## src/rtl/debug_pkg.sv

```systemverilog
// Shared constants, FSM encoding and frame sizing for the pipeline debug unit.
// DEBUG_CYCLE_COUNT_EN appends a 32-bit enabled-cycle counter word to every frame.
package debug_pkg;

  localparam logic [7:0] DBG_CMD_RUN  = 8'h63;
  localparam logic [7:0] DBG_CMD_STEP = 8'h73;
  localparam logic [7:0] DBG_CMD_READ = 8'h72;

  localparam logic [5:0] DBG_HALT_OPCODE = 6'b111111;

  typedef enum logic [2:0] {
    ST_IDLE,
    ST_RUN,
    ST_STEP,
    ST_SEND_LOAD,
    ST_SEND_WAIT
  } dbg_state_t;

  function automatic int frame_bytes(input int nwords);
`ifdef DEBUG_CYCLE_COUNT_EN
    return 4 * (nwords + 1);
`else
    return 4 * nwords;
`endif
  endfunction

endpackage

```

## src/rtl/debug_tx_serializer.sv

```systemverilog
// Byte index counter and byte mux over the snapshot (plus cycle count word
// when DEBUG_CYCLE_COUNT_EN is defined); word 0 first, LSB byte first.
module debug_tx_serializer
  import debug_pkg::*;
#(
  parameter int NWORDS = 8
) (
  input  logic                  clk,
  input  logic                  reset,
  input  logic                  advance,
  input  logic [32*NWORDS-1:0]  snapshot,
`ifdef DEBUG_CYCLE_COUNT_EN
  input  logic [31:0]           cycle_count,
`endif
  output logic [7:0]            tx_byte,
  output logic                  last
);

  localparam int FB = frame_bytes(NWORDS);
  localparam int IW = $clog2(FB);

  logic [IW-1:0]   idx;
  logic [8*FB-1:0] frame;

`ifdef DEBUG_CYCLE_COUNT_EN
  assign frame = {cycle_count, snapshot};
`else
  assign frame = snapshot;
`endif

  assign last    = (idx == IW'(FB - 1));
  // base built by concatenation so the byte offset is not truncated to IW bits
  assign tx_byte = frame[{idx, 3'b000} +: 8];

  always_ff @(posedge clk or negedge reset) begin
    if (!reset) begin
      idx <= '0;
    end else if (advance) begin
      idx <= last ? '0 : idx + 1'b1;
    end
  end

endmodule

```

## src/rtl/debug_unit.sv

```systemverilog
// Host debug controller: UART commands gate the pipeline enable, then the
// snapshot is streamed back byte by byte. DEBUG_CYCLE_COUNT_EN adds a count word.
//
// state        | meaning
// IDLE         | waiting for a command byte
// RUN          | pipeline enabled until the halt opcode is fetched
// STEP         | pipeline enabled for a single cycle
// SEND_LOAD    | present next frame byte and pulse tx_start
// SEND_WAIT    | hold the byte until the UART reports tx_done
module debug_unit
  import debug_pkg::*;
#(
  parameter int          NWORDS      = 8,
  parameter logic [5:0]  HALT_OPCODE = DBG_HALT_OPCODE,
  parameter logic [7:0]  CMD_RUN     = DBG_CMD_RUN,
  parameter logic [7:0]  CMD_STEP    = DBG_CMD_STEP,
  parameter logic [7:0]  CMD_READ    = DBG_CMD_READ
) (
  input  logic                  clk,
  input  logic                  reset,
  input  logic [7:0]            rx_data,
  input  logic                  rx_done,
  input  logic                  tx_done,
  input  logic [32*NWORDS-1:0]  snapshot,
  input  logic [31:0]           instruction_IF,
  output logic                  tx_start,
  output logic [7:0]            tx_data,
  output logic                  pipe_en,
  output logic                  halted,
  output logic                  busy
);

  dbg_state_t state;
  logic       halt_seen;
  logic       advance;
  logic [7:0] ser_byte;
  logic       ser_last;
  logic       unused_instr;

  assign halt_seen    = (instruction_IF[31:26] == HALT_OPCODE);
  assign unused_instr = ^instruction_IF[25:0];
  assign busy         = (state != ST_IDLE);
  assign advance      = (state == ST_SEND_WAIT) && tx_done;

`ifdef DEBUG_CYCLE_COUNT_EN
  logic [31:0] cycle_count;

  always_ff @(posedge clk or negedge reset) begin
    if (!reset) begin
      cycle_count <= '0;
    end else if (pipe_en) begin
      cycle_count <= cycle_count + 32'd1;
    end
  end
`endif

  debug_tx_serializer #(
    .NWORDS(NWORDS)
  ) u_ser (
    .clk        (clk),
    .reset      (reset),
    .advance    (advance),
    .snapshot   (snapshot),
`ifdef DEBUG_CYCLE_COUNT_EN
    .cycle_count(cycle_count),
`endif
    .tx_byte    (ser_byte),
    .last       (ser_last)
  );

  always_ff @(posedge clk or negedge reset) begin
    if (!reset) begin
      state    <= ST_IDLE;
      pipe_en  <= 1'b0;
      halted   <= 1'b0;
      tx_start <= 1'b0;
      tx_data  <= 8'h00;
    end else begin
      tx_start <= 1'b0;
      case (state)
        ST_IDLE: begin
          if (rx_done) begin
            if (rx_data == CMD_RUN && !halted) begin
              state   <= ST_RUN;
              pipe_en <= 1'b1;
            end else if (rx_data == CMD_STEP && !halted) begin
              state   <= ST_STEP;
              pipe_en <= 1'b1;
            end else if (rx_data == CMD_READ || rx_data == CMD_RUN ||
                         rx_data == CMD_STEP) begin
              state <= ST_SEND_LOAD;
            end
          end
        end
        ST_RUN: begin
          // the halting fetch is still clocked into the pipeline this cycle
          if (pipe_en && halt_seen) begin
            pipe_en <= 1'b0;
            halted  <= 1'b1;
            state   <= ST_SEND_LOAD;
          end
        end
        ST_STEP: begin
          pipe_en <= 1'b0;
          if (halt_seen) halted <= 1'b1;
          state <= ST_SEND_LOAD;
        end
        ST_SEND_LOAD: begin
          tx_data  <= ser_byte;
          tx_start <= 1'b1;
          state    <= ST_SEND_WAIT;
        end
        ST_SEND_WAIT: begin
          if (tx_done) state <= ser_last ? ST_IDLE : ST_SEND_LOAD;
        end
        default: begin
          state   <= ST_IDLE;
          pipe_en <= 1'b0;
        end
      endcase
    end
  end

endmodule
```

## config.mk

```make
export PLATFORM = sky130hd
export DESIGN_NAME = debug_unit
export DESIGN_NICKNAME = d
export VERILOG_FILES = /design/src/rtl/debug_pkg.sv /design/src/rtl/debug_tx_serializer.sv /design/src/rtl/debug_unit.sv
export SDC_FILE = /design/constraint.sdc
export NUM_CORES = 1
export LEC_CHECK = 0
export CELL_PAD_IN_SITES_DETAIL_PLACEMENT = 1
export CELL_PAD_IN_SITES_GLOBAL_PLACEMENT = 2
export CORE_MARGIN = 5
export CORE_UTILIZATION = 15
export CTS_CLUSTER_DIAMETER = 150
export DETAILED_ROUTE_END_ITERATION = 16
export PLACE_DENSITY_LB_ADDON = 0.1
export SYNTH_ARGS = -nofsm -noshare
export SYNTH_HDL_FRONTEND = slang
export SYNTH_SLANG_ARGS = --single-unit
export TNS_END_PERCENT = 50
```

## constraint.sdc

```tcl
create_clock -name clk -period 2.28 [get_ports clk]
set_input_delay 0.342 -clock clk [delete_from_list [all_inputs] [get_ports clk]]
set_output_delay 0.342 -clock clk [all_outputs]
set_load 0.03 [all_outputs]
```

==> summary.md <==
* outcome: completed
* via count: 3770
* signal arrival time at the worst endpoint: 2.21 ns
* Max Freq: 0.485 GHz
* final hold slack: 0.423 ns
* post-CTS sizing: 0
* synthesized area per cell: 10.3 µm²
* detailed-route wire length: 17300 µm
* Seq/Total Area, Yosys: 0.149
* maximum clock path buffer count: 2
* largest driver fanout on the critical path: 15
* depth of the most critical reg-to-reg path: 5
* TritonCTS clock tree: done
* layout cell share with drive strength beyond 1: 0.129
* pre-CTS setup slack: 0.0972 ns
* fin worst setup slack: 0.216 ns
* Die Height: 156 µm
* antenna viol nets, final: 0
* final weighted congestion in routability-driven placement: 0.752
* share of synthesized flip-flops with an asynchronous set or reset: 1.00
* type of the most critical hold path: in -> async
* quantity of I/O buffers inserted on ports: 285
* remaining design rule violation count: 0
* Synth-to-Final Area Change: 100%
* Final Cycle Share: 0.905
* clock sink total: 19
* Power Density: 733 nW/µm²
* maximum ir drop on the vdd rail: 0.000428 V
* Root Buffer: clkbuf_16
* net count of the mapped netlist: 612
* half-perimeter wire length after placement: 15300 µm
* die span in x: 156 µm
* number of rows in the core area: 53
* number of warning messages in the yosys log: 0
* Post-Syn Area: 3200 µm²
* number of max-slew violations in the final report: 0
* clock latency of the later-clocked register in the worst-skew pair: 0.26 ns
* Primary FF master, synth: dfrtp_1
* Setup TNS Final: 0 ns
* number of enable-type register cells in the synthesized netlist: 0
* capture point of the worst reg-to-reg path: tx_data[0]$_DFFE_PN0P_
* post-layout instance count excluding filler cells: 864
* Leak: 2.33 nW
* fin crit period: 2.06 ns
* starting density of the core: 0.152
* startpoint-to-endpoint class of the critical path: reg -> reg
* number of buffers inserted for hold repair after clock tree synthesis: 0
* endpoint type of the worst setup path: flip-flop
* number of antenna violations at the first check in global routing: 0
* TritonCTS Buffers: 3
* distinct cell type count of the synthesized netlist: 44
* Reg2Reg Launch Point: u_ser.idx[0]$_DFFE_PN0P_
* Routed wire per std cell: 20.0 µm
* Max Cap Viol: 0
* Clock Skews: 0.00876 ns
* gate count of the mapped netlist: 310
* Rel. slew slack: 0.546
* global-route wire length before repair: 25400 µm
* pin count of the biggest net entering global routing: 38
* first-pass iteration count of the detailed router: 4
* average via count per standard cell: 4.36
* net count of the finished layout: 891
* via count of the first global-routing pass: 4263
* worst slew pin tran: 0.664 ns
* count of boundary I/O pins: 312
* register-to-register setup slack: 0.22 ns
* setup repair after global routing missed its margin: false
* Filler Cells Inserted: 2390
* clk slew on worst S/H paths: 0.06 ns
* Post-CTS Setup Repair Bufs: 0
* global route total overflow: 0
* Setup violations, final: 0
* number of violations reported at the end of detailed-routing iteration 0: 100
* GR Util All Layers: 0.134
* count of state elements after synthesis: 19
* number of hold-slack violations in the final timing report: 0
* data required time at the worst endpoint: 2.43 ns
* Clock H-tree levels: 1
* Floorplan Core Area: 21000 µm²
* Die Outline Area: 24300 µm²
* total chip power: 4.69 mW
* Placed Instances: 859
* Setup crit start kind: flip-flop
[cell usage in the layout (no fill, tap or decap), drive strengths merged, types with 2 or more instances in the layout]
master | synthesis | final
a2111oi | 2 | 2
a21o | 3 | 3
a21oi | 19 | 19
a221o | 7 | 7
a22oi | 25 | 25
a311oi | 7 | 7
and2b | 2 | 2
buf | 20 | 19
clkbuf | 9 | 3
clkdlybuf4s50 | 0 | 285
dfrtp | 19 | 19
ha | 2 | 2
inv | 6 | 6
mux2 | 17 | 17
mux2i | 57 | 57
mux4 | 32 | 32
nand2 | 32 | 32
nand3 | 3 | 3
nand3b | 3 | 3
nor2 | 12 | 12
nor2b | 3 | 3
nor3 | 2 | 2
o2111ai | 4 | 4
o21ai | 3 | 3
o221ai | 7 | 7
or4 | 2 | 2
[routing by layer]
layer	vias to the layer above	part of all wire	GRT usage	wire length, µm
met2	113	0.57	0.263	9810
met1	1833	0.36	0.152	6290
li1	1814	-	-	-
met5	-	0	0	0
met3	10	0.061	0.0272	1050
met4	0	0.0090	0.0150	155
[Yosys cell counts, drive strengths merged (2+ instances only)]
| cell | count | area, µm² |
|---|---|---|
| mux2i | 57 | 571 |
| mux4 | 32 | 721 |
| nand2 | 32 | 120 |
| a22oi | 25 | 188 |
| buf | 20 | 188 |
| a21oi | 19 | 95.1 |
| dfrtp | 19 | 475 |
| mux2 | 17 | 191 |
| nor2 | 12 | 45.0 |
| clkbuf | 9 | 85.1 |
| a221o | 7 | 70.1 |
| a311oi | 7 | 61.3 |
| o221ai | 7 | 61.3 |
| inv | 6 | 22.5 |
| o2111ai | 4 | 35.0 |
| a21o | 3 | 22.5 |
| nand3 | 3 | 15.0 |
| nand3b | 3 | 22.5 |
| nor2b | 3 | 18.8 |
| o21ai | 3 | 15.0 |
| a2111oi | 2 | 17.5 |
| and2b | 2 | 16.3 |
| ha | 2 | 25.0 |
| nor3 | 2 | 10.0 |
| or4 | 2 | 15.0 |
[power breakdown]
group / internal [mW] / switching [mW] / leakage [nW] / total (mW)
Sequential: 0.478 / 0.182 / 0.235 / 0.660
Combinational: 1.97 / 1.68 / 2.06 / 3.65
Clock: 0.237 / 0.142 / 0.0371 / 0.380
[flip-flops by register name (all words and copies together), names as in the netlist]
name       flops
tx_data        8
u_ser.idx      5
state          3
halted         1
pipe_en        1
tx_start       1
[worst max-delay path by stage]
stage	start	to	slack, ns	cells after the start
after floorplan	u_ser.idx[0]$_DFFE_PN0P_	tx_data[0]$_DFFE_PN0P_	0.59	6
after CTS	u_ser.idx[0]$_DFFE_PN0P_	tx_data[0]$_DFFE_PN0P_	0.16	5
after global routing	u_ser.idx[0]$_DFFE_PN0P_	tx_data[0]$_DFFE_PN0P_	0.09	5
final	u_ser.idx[0]$_DFFE_PN0P_	tx_data[0]$_DFFE_PN0P_	0.22	5
after detailed placement	rx_data[6]	state[1]$_DFFE_PN0P_	0.1	6
after global placement	rx_data[6]	state[1]$_DFFE_PN0P_	0.15	6
[worst max-delay path: stages (launching register included)]
cell	delay, ns
dfrtp_4	0.57
buf_4	0.31
mux4_2	0.55
o2111ai_1	0.20
a41oi_1	0.14
a21o_1	0.17
[through the flow]
step | cell area, µm² | utilization
finish | 6400 | 0.304
global route | 6390 | 0.304
CTS | 6390 | 0.304
detailed placement | 6310 | 0.300
global placement | 6310 | 0.300
floorplan | 3200 | -
[cells by family (layout without fill, tap and decap cells)]
family                   count (synthesis)  count (layout)  share of synthesized area
adder cells (fa/ha/maj)                  2               2                    0.00783
multiplexers                           106             106                      0.464
flip-flops                              19              19                      0.149
other                                    0               1                          0
buffers and inverters                   37             315                     0.0963
AND/OR/NAND/NOR                         66              66                     0.0986
AO/OA/AOI/OAI                           80              80                      0.185
[cell type report]
| cell class | instances | area, µm² | share of cell area |
|---|---|---|---|
| Timing Repair Buffer | 304 | 3050 | 0.476 |
| Multi-Input combinational cell | 254 | 2410 | 0.377 |
| Sequential cell | 19 | 482 | 0.0753 |
| Tap cell | 275 | 344 | 0.0538 |
| Clock buffer | 3 | 75.1 | 0.0117 |
| Inverter | 7 | 26.3 | 0.00411 |
| Clock inverter | 1 | 7.51 | 0.00117 |
| Antenna cell | 1 | 2.50 | 0.000391 |
(Power assumes the default switching activity.)
